==> config.mk <==
export PLATFORM = sky130hd
export DESIGN_NAME = dvp_tx
export DESIGN_NICKNAME = d
export VERILOG_FILES = /design/src/rtl/dvp_tx.sv
export SDC_FILE = /design/constraint.sdc
export NUM_CORES = 1
export LEC_CHECK = 0
export ABC_AREA = 1
export CELL_PAD_IN_SITES_DETAIL_PLACEMENT = 1
export CELL_PAD_IN_SITES_GLOBAL_PLACEMENT = 1
export CORE_MARGIN = 2
export CORE_UTILIZATION = 39
export DETAILED_ROUTE_END_ITERATION = 10
export GPL_TIMING_DRIVEN = 0
export PLACE_DENSITY_LB_ADDON = 0.1
export SYNTH_ARGS = -nofsm -noshare
export SYNTH_HDL_FRONTEND = slang
export SYNTH_SLANG_ARGS = --single-unit
==> constraint.sdc <==
create_clock -name i_clk -period 3 [get_ports i_clk]
set_input_delay 0.3 -clock i_clk [delete_from_list [all_inputs] [get_ports i_clk]]
set_output_delay 0.3 -clock i_clk [all_outputs]
set_load 0.005 [all_outputs]
==> src/rtl/dvp_tx.sv <==
// DVP camera-bus transmitter: streams an RGB565 framebuffer as vsync/href/byte timing.
// Define DVP_TX_PATTERN_EN to add i_pattern, which selects a built-in 8-bar colour pattern.
module dvp_tx #(
    parameter int P_WIDTH       = 160,
    parameter int P_HEIGHT      = 120,
    parameter int P_HBLANK      = 144,
    parameter int P_VSYNC_LINES = 3,
    parameter int P_VBP_LINES   = 17,
    parameter int P_VFP_LINES   = 10
) (
    input  logic                                   i_clk,
    input  logic                                   i_rst,
    input  logic                                   i_enable,
`ifdef DVP_TX_PATTERN_EN
    input  logic                                   i_pattern,
`endif
    output logic                                   o_rd_req,
    output logic [$clog2(P_WIDTH*P_HEIGHT)-1:0]    o_rd_addr,
    input  logic [15:0]                            i_rd_data,
    output logic                                   o_vsync,
    output logic                                   o_href,
    output logic [7:0]                             o_data,
    output logic                                   o_frame_done,
    output logic                                   o_busy
);

    localparam int L  = 2*P_WIDTH + P_HBLANK;
    localparam int AW = $clog2(P_WIDTH*P_HEIGHT);
    localparam int HW = $clog2(L);
    localparam int VW = $clog2(P_VSYNC_LINES + P_VBP_LINES + P_HEIGHT + P_VFP_LINES + 1);

    localparam logic [HW-1:0] HC_LAST     = HW'(L-1);
    localparam logic [HW-1:0] HC_PRE      = HW'(L-2);
    localparam logic [HW-1:0] HC_RD_END   = HW'(2*P_WIDTH-2);
    localparam logic [HW-1:0] HC_HREF_END = HW'(2*P_WIDTH);

    typedef enum logic [2:0] {IDLE, VSYNC, VBP, ACTIVE, VFP} state_t;

    state_t          state_reg, state_next;
    logic [HW-1:0]   hcnt_reg, hcnt_next;
    logic [VW-1:0]   vcnt_reg, vcnt_next;
    logic [VW-1:0]   state_lines;
    logic [AW-1:0]   addr_reg, addr_next;
    logic [7:0]      lo_reg, lo_next;
    logic [7:0]      data_next;
    logic            line_end, last_line;
    logic            rd_fire, rd_gate, href_next;
    logic [15:0]     pixel_word;

    always_comb begin
        state_next = state_reg;
        hcnt_next  = hcnt_reg;
        vcnt_next  = vcnt_reg;
        line_end   = (hcnt_reg == HC_LAST);
        case (state_reg)
            VSYNC:   state_lines = VW'(P_VSYNC_LINES);
            VBP:     state_lines = VW'(P_VBP_LINES);
            ACTIVE:  state_lines = VW'(P_HEIGHT);
            VFP:     state_lines = VW'(P_VFP_LINES);
            default: state_lines = VW'(1);
        endcase
        last_line = (vcnt_reg == state_lines - VW'(1));

        if (state_reg == IDLE) begin
            hcnt_next = '0;
            vcnt_next = '0;
            if (i_enable) state_next = VSYNC;
        end else begin
            hcnt_next = line_end ? '0 : hcnt_reg + HW'(1);
            if (line_end) begin
                if (last_line) begin
                    vcnt_next = '0;
                    case (state_reg)
                        VSYNC:   state_next = VBP;
                        VBP:     state_next = ACTIVE;
                        ACTIVE:  state_next = VFP;
                        default: state_next = i_enable ? VSYNC : IDLE;
                    endcase
                end else begin
                    vcnt_next = vcnt_reg + VW'(1);
                end
            end
        end
    end

    always_ff @(posedge i_clk) begin
        if (i_rst) begin
            state_reg <= IDLE;
            hcnt_reg  <= '0;
            vcnt_reg  <= '0;
            addr_reg  <= '0;
        end else begin
            state_reg <= state_next;
            hcnt_reg  <= hcnt_next;
            vcnt_reg  <= vcnt_next;
            addr_reg  <= addr_next;
        end
    end

`ifdef DVP_TX_PATTERN_EN
    localparam int BW = P_WIDTH / 8;
    localparam logic [15:0] BAR_RGB [8] = '{16'hFFFF, 16'hFFE0, 16'h07FF, 16'h07E0,
                                            16'hF81F, 16'hF800, 16'h001F, 16'h0000};
    logic        pattern_reg;
    logic [7:1]  bar_ge;
    logic [15:0] bar_word;

    // Pattern mode is frozen for the whole frame at the VSYNC entry.
    always_ff @(posedge i_clk) begin
        if (i_rst) begin
            pattern_reg <= 1'b0;
        end else if (state_next == VSYNC && state_reg != VSYNC) begin
            pattern_reg <= i_pattern;
        end
    end

    for (genvar gi = 1; gi < 8; gi++) begin : g_bar
        assign bar_ge[gi] = (hcnt_reg >= HW'(2*gi*BW));
    end

    always_comb begin
        bar_word = BAR_RGB[0];
        for (int i = 1; i < 8; i++) begin
            if (bar_ge[i]) bar_word = BAR_RGB[i];
        end
    end

    assign pixel_word = pattern_reg ? bar_word : i_rd_data;
    assign rd_gate    = ~pattern_reg;
`else
    assign pixel_word = i_rd_data;
    assign rd_gate    = 1'b1;
`endif

    // Reads run two cycles ahead of the high byte, so the first read of a line
    // falls in the tail of the previous line (or of the last back-porch line).
    always_comb begin
        rd_fire = 1'b0;
        if (state_reg == ACTIVE) begin
            rd_fire = (!hcnt_reg[0] && hcnt_reg < HC_RD_END) ||
                      (hcnt_reg == HC_PRE && !last_line);
        end else if (state_reg == VBP) begin
            rd_fire = last_line && (hcnt_reg == HC_PRE);
        end

        addr_next = addr_reg;
        if (state_reg == VSYNC) begin
            addr_next = '0;
        end else if (rd_fire) begin
            addr_next = addr_reg + AW'(1);
        end

        href_next = (state_reg == ACTIVE) && (hcnt_reg < HC_HREF_END);
        data_next = 8'h00;
        lo_next   = lo_reg;
        if (href_next) begin
            if (!hcnt_reg[0]) begin
                data_next = pixel_word[15:8];
                lo_next   = pixel_word[7:0];
            end else begin
                data_next = lo_reg;
            end
        end
    end

    always_ff @(posedge i_clk) begin
        if (i_rst) begin
            o_vsync      <= 1'b0;
            o_href       <= 1'b0;
            o_data       <= 8'h00;
            lo_reg       <= 8'h00;
            o_rd_req     <= 1'b0;
            o_rd_addr    <= '0;
            o_frame_done <= 1'b0;
            o_busy       <= 1'b0;
        end else begin
            o_vsync      <= (state_reg == VSYNC);
            o_href       <= href_next;
            o_data       <= data_next;
            lo_reg       <= lo_next;
            o_rd_req     <= rd_fire & rd_gate;
            if (rd_fire & rd_gate) o_rd_addr <= addr_reg;
            o_frame_done <= (state_reg == VFP) && line_end && last_line;
            o_busy       <= (state_reg != IDLE);
        end
    end

endmodule
# Word-level counts from Yosys, hierarchy flattened
# Cells that the tools add are included.
op_classes:
  reduce_logical: 19
  n_addsub: 4
  shift: 0
  n_lt_le_gt_ge: 2
  div: 0
  muxes: 11
  bitwise: 2
  n_eq_ne: 8
  mul: 0
ops:
  columns: ["cell", "count"]
  rows:
  - ["case mux 7 bit (4 select lines)", 1]
  - ["== test 9 bit, second input constant", 2]
  - ["< comparator 9 bit, second input constant", 2]
  - ["two-way mux 8 bit", 2]
  - ["adder 15 x 1 -> 15 bit, second input constant", 1]
  - ["two-way mux 3 bit", 4]
  - ["adder 9 x 1 -> 9 bit, second input constant", 1]
  - ["case mux 3 bit (3 select lines)", 1]
  - ["adder 8 x 1 -> 8 bit, second input constant", 1]
  - ["== test 8 bit", 1]
  - ["subtractor 8 x 1 -> 8 bit, second input constant", 1]
  - ["== test 3 x 2 -> 1 bit, second input constant", 2]
  - ["logical AND 1 bit", 6]
  - ["OR reduction 2 bit", 3]
  - ["nonzero test 2 bit", 2]
  - ["== test 3 x 1 -> 1 bit, second input constant", 1]
  - ["== test 3 bit, second input constant", 1]
  - ["logical NOT 3 bit", 1]
  - ["two-way mux 1 bit", 3]
  - ["AND reduction 3 bit", 1]
  - ["nonzero test 3 bit", 1]
  - ["OR reduction 3 bit", 1]
  - ["logical NOT 1 bit", 2]
  - ["inequality test 2 bit, second input constant", 1]
  - ["other kinds (3)", 4]
word_totals:
  latchBits: 0
  reg_bits: 71
  elab_cells: 58
  output_inout_bits: 28
  memories: 0
  ramBits: 0
  mem_bits_ro: 0
  in_bits: 19

# Depth between registers and ports, before layout
logic_depth:
  word_depth: 8
  ltp_mapped: 22
  ltp_nobuf: 20

# Least setup slack after synthesis
# Ideal clock, no wire load.
synth_timing:
  path_type: "flip-flop to flip-flop"
  from: "register state_reg[2]"
  to: "register o_rd_addr[0]"
  synth_period_minus_slack_ns: 2.399
  required_time_ns: 2.887
  arrival_ns: 2.286
  n_path_buf: 2
  path_slack_ns: 0.601
  path_stages_with_launch: 21
  setup_ns: 0.113
  cell_sequence: "dfxtp_1 buf_4 nor3_1 a21oi_1 ha_1 ha_1 inv_1 nand2_1 nand2_1 nand2_1 nor2_1 nand2_1 nor2_1 nand3_2 nor2_1 nand2_1 nand2_4 buf_6 nand2_2 nand2_1 nor2_1"
synth_via:
  elab_chain_len: 8
  elab_cells_between_ends: 13
  cone_classes: "add/sub (1); eq/ne (5); mux (3); reduce/logical (4)"
synth_rtl:
  columns: ["item", "line_no", "text"]
  rows:
  - ["start: declaration", "39", "state_t state_reg, state_next;"]
  - ["start signal: assignment", "93", "state_reg <= state_next;"]
  - ["== test 3 bit (tied with other cells)", "55", "case (state_reg)"]
  - ["case mux 7 bit (4 select lines)", "55", null]
  - ["subtractor 8 x 1 -> 8 bit", "62", "last_line = (vcnt_reg == state_lines - VW'(1));"]
  - ["== test 8 bit", "62", null]
  - ["logical NOT 1 bit", "141", "(hcnt_reg == HC_PRE && !last_line);"]
  - ["logical AND 1 bit", "141", null]
  - ["logical OR 1 bit", "140", "rd_fire = (!hcnt_reg[0] && hcnt_reg < HC_RD_END) ||"]
  - ["two-way mux 1 bit (*)", "139", "if (state_reg == ACTIVE) begin"]
  - ["end signal: assignment", "182", "if (rd_fire & rd_gate) o_rd_addr <= addr_reg;"]
  - ["end: declaration", "18", "output logic [$clog2(P_WIDTH*P_HEIGHT)-1:0] o_rd_addr,"]
# Mark *: on every way between the ends. The rest lies on a longest branch, timed or not.
# A chain may end at the register's enable or synchronous reset.

# Final worst setup path
layout_timing:
  from: "register state_reg[2]"
  to: "register addr_reg[10]"
layout_via:
  elab_chain_len: 8
  elab_cells_between_ends: 14
  cone_classes: "add/sub (1); eq/ne (5); mux (3); reduce/logical (5)"
layout_rtl:
  columns: ["item", "line_no", "text"]
  rows:
  - ["== test 3 bit (tied with other cells)", "55", null]
  - ["case mux 7 bit (4 select lines)", "55", null]
  - ["subtractor 8 x 1 -> 8 bit", "62", null]
  - ["== test 8 bit", "62", null]
  - ["logical NOT 1 bit", "141", null]
  - ["logical AND 1 bit", "141", null]
  - ["logical OR 1 bit", "140", null]
  - ["two-way mux 1 bit", "139", null]
  - ["end signal: assignment", "96", "addr_reg <= addr_next;"]
  - ["end: declaration", "43", "logic [AW-1:0] addr_reg, addr_next;"]
# Parallel ways exist; a longest one is shown, timed or not.

==> flow_summary.json <==
{
  "p_clk_share_pct": 43.4,
  "clk_pin_slew_ns": 0.09,
  "synth_top_area_cell": "dfxtp_1",
  "worstPathRequired_ns": 3.21,
  "yosysMostFrequentCell": "nand2_1",
  "clockBufferDepth": 2,
  "drt_iter0_markers": 34,
  "timing.rr.end": "addr_reg[10]$_SDFFE_PP0P_",
  "clock_latency_ns": 0.35,
  "async_flop_share_pct": 0,
  "die_h_um": 95.88,
  "synth_top_area_share_pct": 43.18,
  "synth_edf_count": 0,
  "min_period_ns": 2.743,
  "synth_flop_cell": "dfxtp_1",
  "grt_pass1_vias": 3184,
  "crit_path_end_kind": "flop",
  "routed_wl_um": 8620,
  "grtUsageTotal_pct": 20.52,
  "fin_nets": 531,
  "powerDensity_nw_per_um2": 488.5,
  "drc": 0,
  "dieArea_um2": 9192,
  "nFillCells": 1040,
  "outcome": "finished, final reports clean",
  "setup_viol": 0,
  "area_growth_pct": 26.04,
  "syn-num-nets": 473,
  "drt-pass1-iter-count": 4,
  "tns_ns": 0,
  "vdd_drop_max_uv": 223.0,
  "ant_nets": 0,
  "syn_area_um2": 3292,
  "drive_above_1_share_pct": 8.415,
  "grt_first_pass_wirelength_um": 14670,
  "h-tree-depth": 3,
  "yosysSeqAreaShare_pct": 43.18,
  "placementRows": 33,
  "diodes": 0,
  "vias": 3105,
  "combPwrFrac_pct": 9.5,
  "numCtsBuffers": 9,
  "root_buffer": "clkbuf_8",
  "holdPathStages": 2,
  "p_int_uw": 1518,
  "dp_slack_ns": 0.1269,
  "netSwitchingPower_uw": 509.0,
  "synthXorXnorAreaFrac_pct": 5.587,
  "relSlewSlack_pct": 61.23,
  "p_sw_share_pct": 25.11,
  "reg2regPathDepth": 21,
  "max_freq_ghz": 0.3646,
  "overflow": 0,
  "start_util_pct": 40.06,
  "drv_cap": 0,
  "cts_sinks": 71,
  "min_from": "lo_reg[7]$_SDFFE_PP0P_",
  "drv_slew": 0,
  "p_leak_uw": 0.001563,
  "final_cells": 616,
  "hold_viol": 0,
  "synthTopCellsByArea": "dfxtp_1 (43%), nand2_1 (11%), a21oi_1 (8.1%), nand3_1 (7.4%), inv_1 (5.6%)",
  "grt_antenna_before_repair": 0,
  "routedWlPerCell_um": 13.99,
  "crit_type": "reg -> reg",
  "synth-simple-area-share_pct": 28.13,
  "cp-start-kind": "flop",
  "post-place-cells": 599,
  "crit_arrival_ns": 2.95,
  "synth_compound_area_share_pct": 11.55,
  "synth_cells": 448,
  "portBuffers": 46,
  "synth.distinct_cells": 33,
  "io_pins": 47,
  "core_um2": 8217,
  "r2r_slack_ns": 0.26,
  "gp_congestion": 0.8968,
  "avgViaCountPerCell": 5.041,
  "tritoncts": "built",
  "tightest_slew_ns": 0.5777,
  "hold_path.class": "reg -> reg",
  "synth-seq-cells": 71,
  "grt_max_degree": 13,
  "worstHoldEndpoint": "lo_reg[7]$_SDFFE_PP0P_",
  "finalCritPeriodShare_pct": 91.42,
  "reg2reg_from": "state_reg[2]$_SDFFE_PP0P_",
  "ys_warn_count": 0,
  "finClkSkew_ns": 0.01173,
  "synth_fa_ha_area_share_pct": 2.281,
  "dpl.hpwl_um": 6527,
  "synth_top_family_by_area": "simple AND/OR/NAND/NOR gates",
  "die_w_um": 95.88,
  "avgSynthCellArea_um2": 7.348,
  "muxShareOfSynthArea_pct": 0,
  "fin_ws_ns": 0.2574,
  "synth_common_cells": "nand2_1 (94), dfxtp_1 (71), a21oi_1 (53)",
  "p_seq_share_pct": 47.2,
  "worstPathMaxFanout": 10
}
[routing by layer]
| metal | track usage, % | part of all wire, % | vias up |
|---|---|---|---|
| met5 | 0 | 0 | - |
| met2 | 36.77 | 51 | 33 |
| li1 | - | - | 1564 |
| met3 | 4.072 | 2.6 | 10 |
| met4 | 6.310 | 1.1 | 0 |
| met1 | 24.60 | 45 | 1498 |
[placed cells by master (no fill, tap or decap), types with 3 or more instances in the layout]
cell,Yosys,routed
dfxtp_1,71,69
nor3b_1,4,4
nor2_2,2,3
nand4_1,7,7
nand3_1,49,49
nor3_1,5,4
ha_1,6,6
inv_1,49,49
nor4_1,3,3
clkbuf_1,7,8
nand2_1,94,93
clkbuf_8,0,10
o21ai_0,13,13
nor2_1,34,33
buf_2,4,4
xnor2_1,6,6
a21oi_1,53,53
buf_6,3,6
xor2_1,15,15
nand2_2,4,4
clkdlybuf4s50_1,0,46
[power by group through the flow]
| stage | Clock, uW | Sequential [uW] | Combinational, uW |
|---|---|---|---|
| 4_1_cts | 893 | 956 | 183 |
| 6_report | 879 | 956 | 192 |
| 2_1_floorplan | 0 | 977 | 114 |
| 5_1_grt | 941 | 957 | 217 |
| 3_5_place_dp | 0 | 978 | 182 |
| 3_3_place_gp | 0 | 978 | 175 |
[worst max-delay path: stages (launching register included)]
cell and delay [ns]:
dfxtp_1 0.31, buf_4 0.17, inv_2 0.05, nand3_2 0.14
nand2_2 0.09, ha_1 0.25, ha_1 0.34, inv_1 0.07
nand2_1 0.04, nand2_1 0.05, nand2_1 0.04, nor2_1 0.08
nand2_1 0.05, nor2_1 0.11, nand3_2 0.15, nand2_1 0.10
nand2_1 0.08, nand2_4 0.13, nand2_4 0.07, buf_6 0.14
nand2_1 0.07, a21oi_1 0.06
[what timing repair did]
action                     4_1_cts  5_1_grt
hold buffers                     0        0
setup buffers                    0        1
gates resized for setup          0       10
setup endpoints to repair        0       39
[how the worst max path moves through the flow]
| stage | from | endpoint | slack [ns] | cells after the start |
|---|---|---|---|---|
| after floorplan | state_reg[2]$_SDFFE_PP0P_ | o_rd_addr[0]$_SDFFE_PP0P_ | 0.60 | 20 |
| after global placement | state_reg[2]$_SDFFE_PP0P_ | o_rd_addr[0]$_SDFFE_PP0P_ | 0.21 | 20 |
| after detailed placement | state_reg[0]$_SDFFE_PP0P_ | o_rd_addr[2]$_SDFFE_PP0P_ | 0.13 | 18 |
| after CTS | state_reg[0]$_SDFFE_PP0P_ | addr_reg[7]$_SDFFE_PP0P_ | 0.11 | 18 |
| after global routing | state_reg[2]$_SDFFE_PP0P_ | addr_reg[7]$_SDFFE_PP0P_ | -0.005 | 20 |
| final | state_reg[2]$_SDFFE_PP0P_ | addr_reg[10]$_SDFFE_PP0P_ | 0.26 | 21 |
[per-stage QoR]
step	utilization, %	total power, uW	hold WS (ns)	instance area [um2]
6_report	50.49	2027	0.4521	4149
5_1_grt	50.49	2115	0.4790	4149
4_1_cts	49.98	2032	0.4558	4106
3_5_place_dp	47.27	1160	0.4444	3884
3_3_place_gp	47.27	1153	0.4341	3884
2_1_floorplan	-	1091	0.4233	3292
[cells by family after synthesis]
group | Yosys count
and+or+nand+nor | 207
adders and majority gates | 6
buffers and inverters | 70
DFF | 71
AOI/OAI and AO/OA | 73
xor gates and xnor gates | 21
[layout make-up]
class,instances,area (um2),share of cell area [%]
Timing Repair Buffer,47,467.9,11.28
Sequential cell,71,1424,34.32
Clock buffer,11,141.4,3.408
Clock inverter,5,81.33,1.960
Multi-Input combinational cell,307,1587,38.24
Tap cell,105,131.4,3.166
Buffer,19,125.1,3.016
Inverter,51,191.4,4.614
No activity file was read; power rests on OpenSTA's default activity.
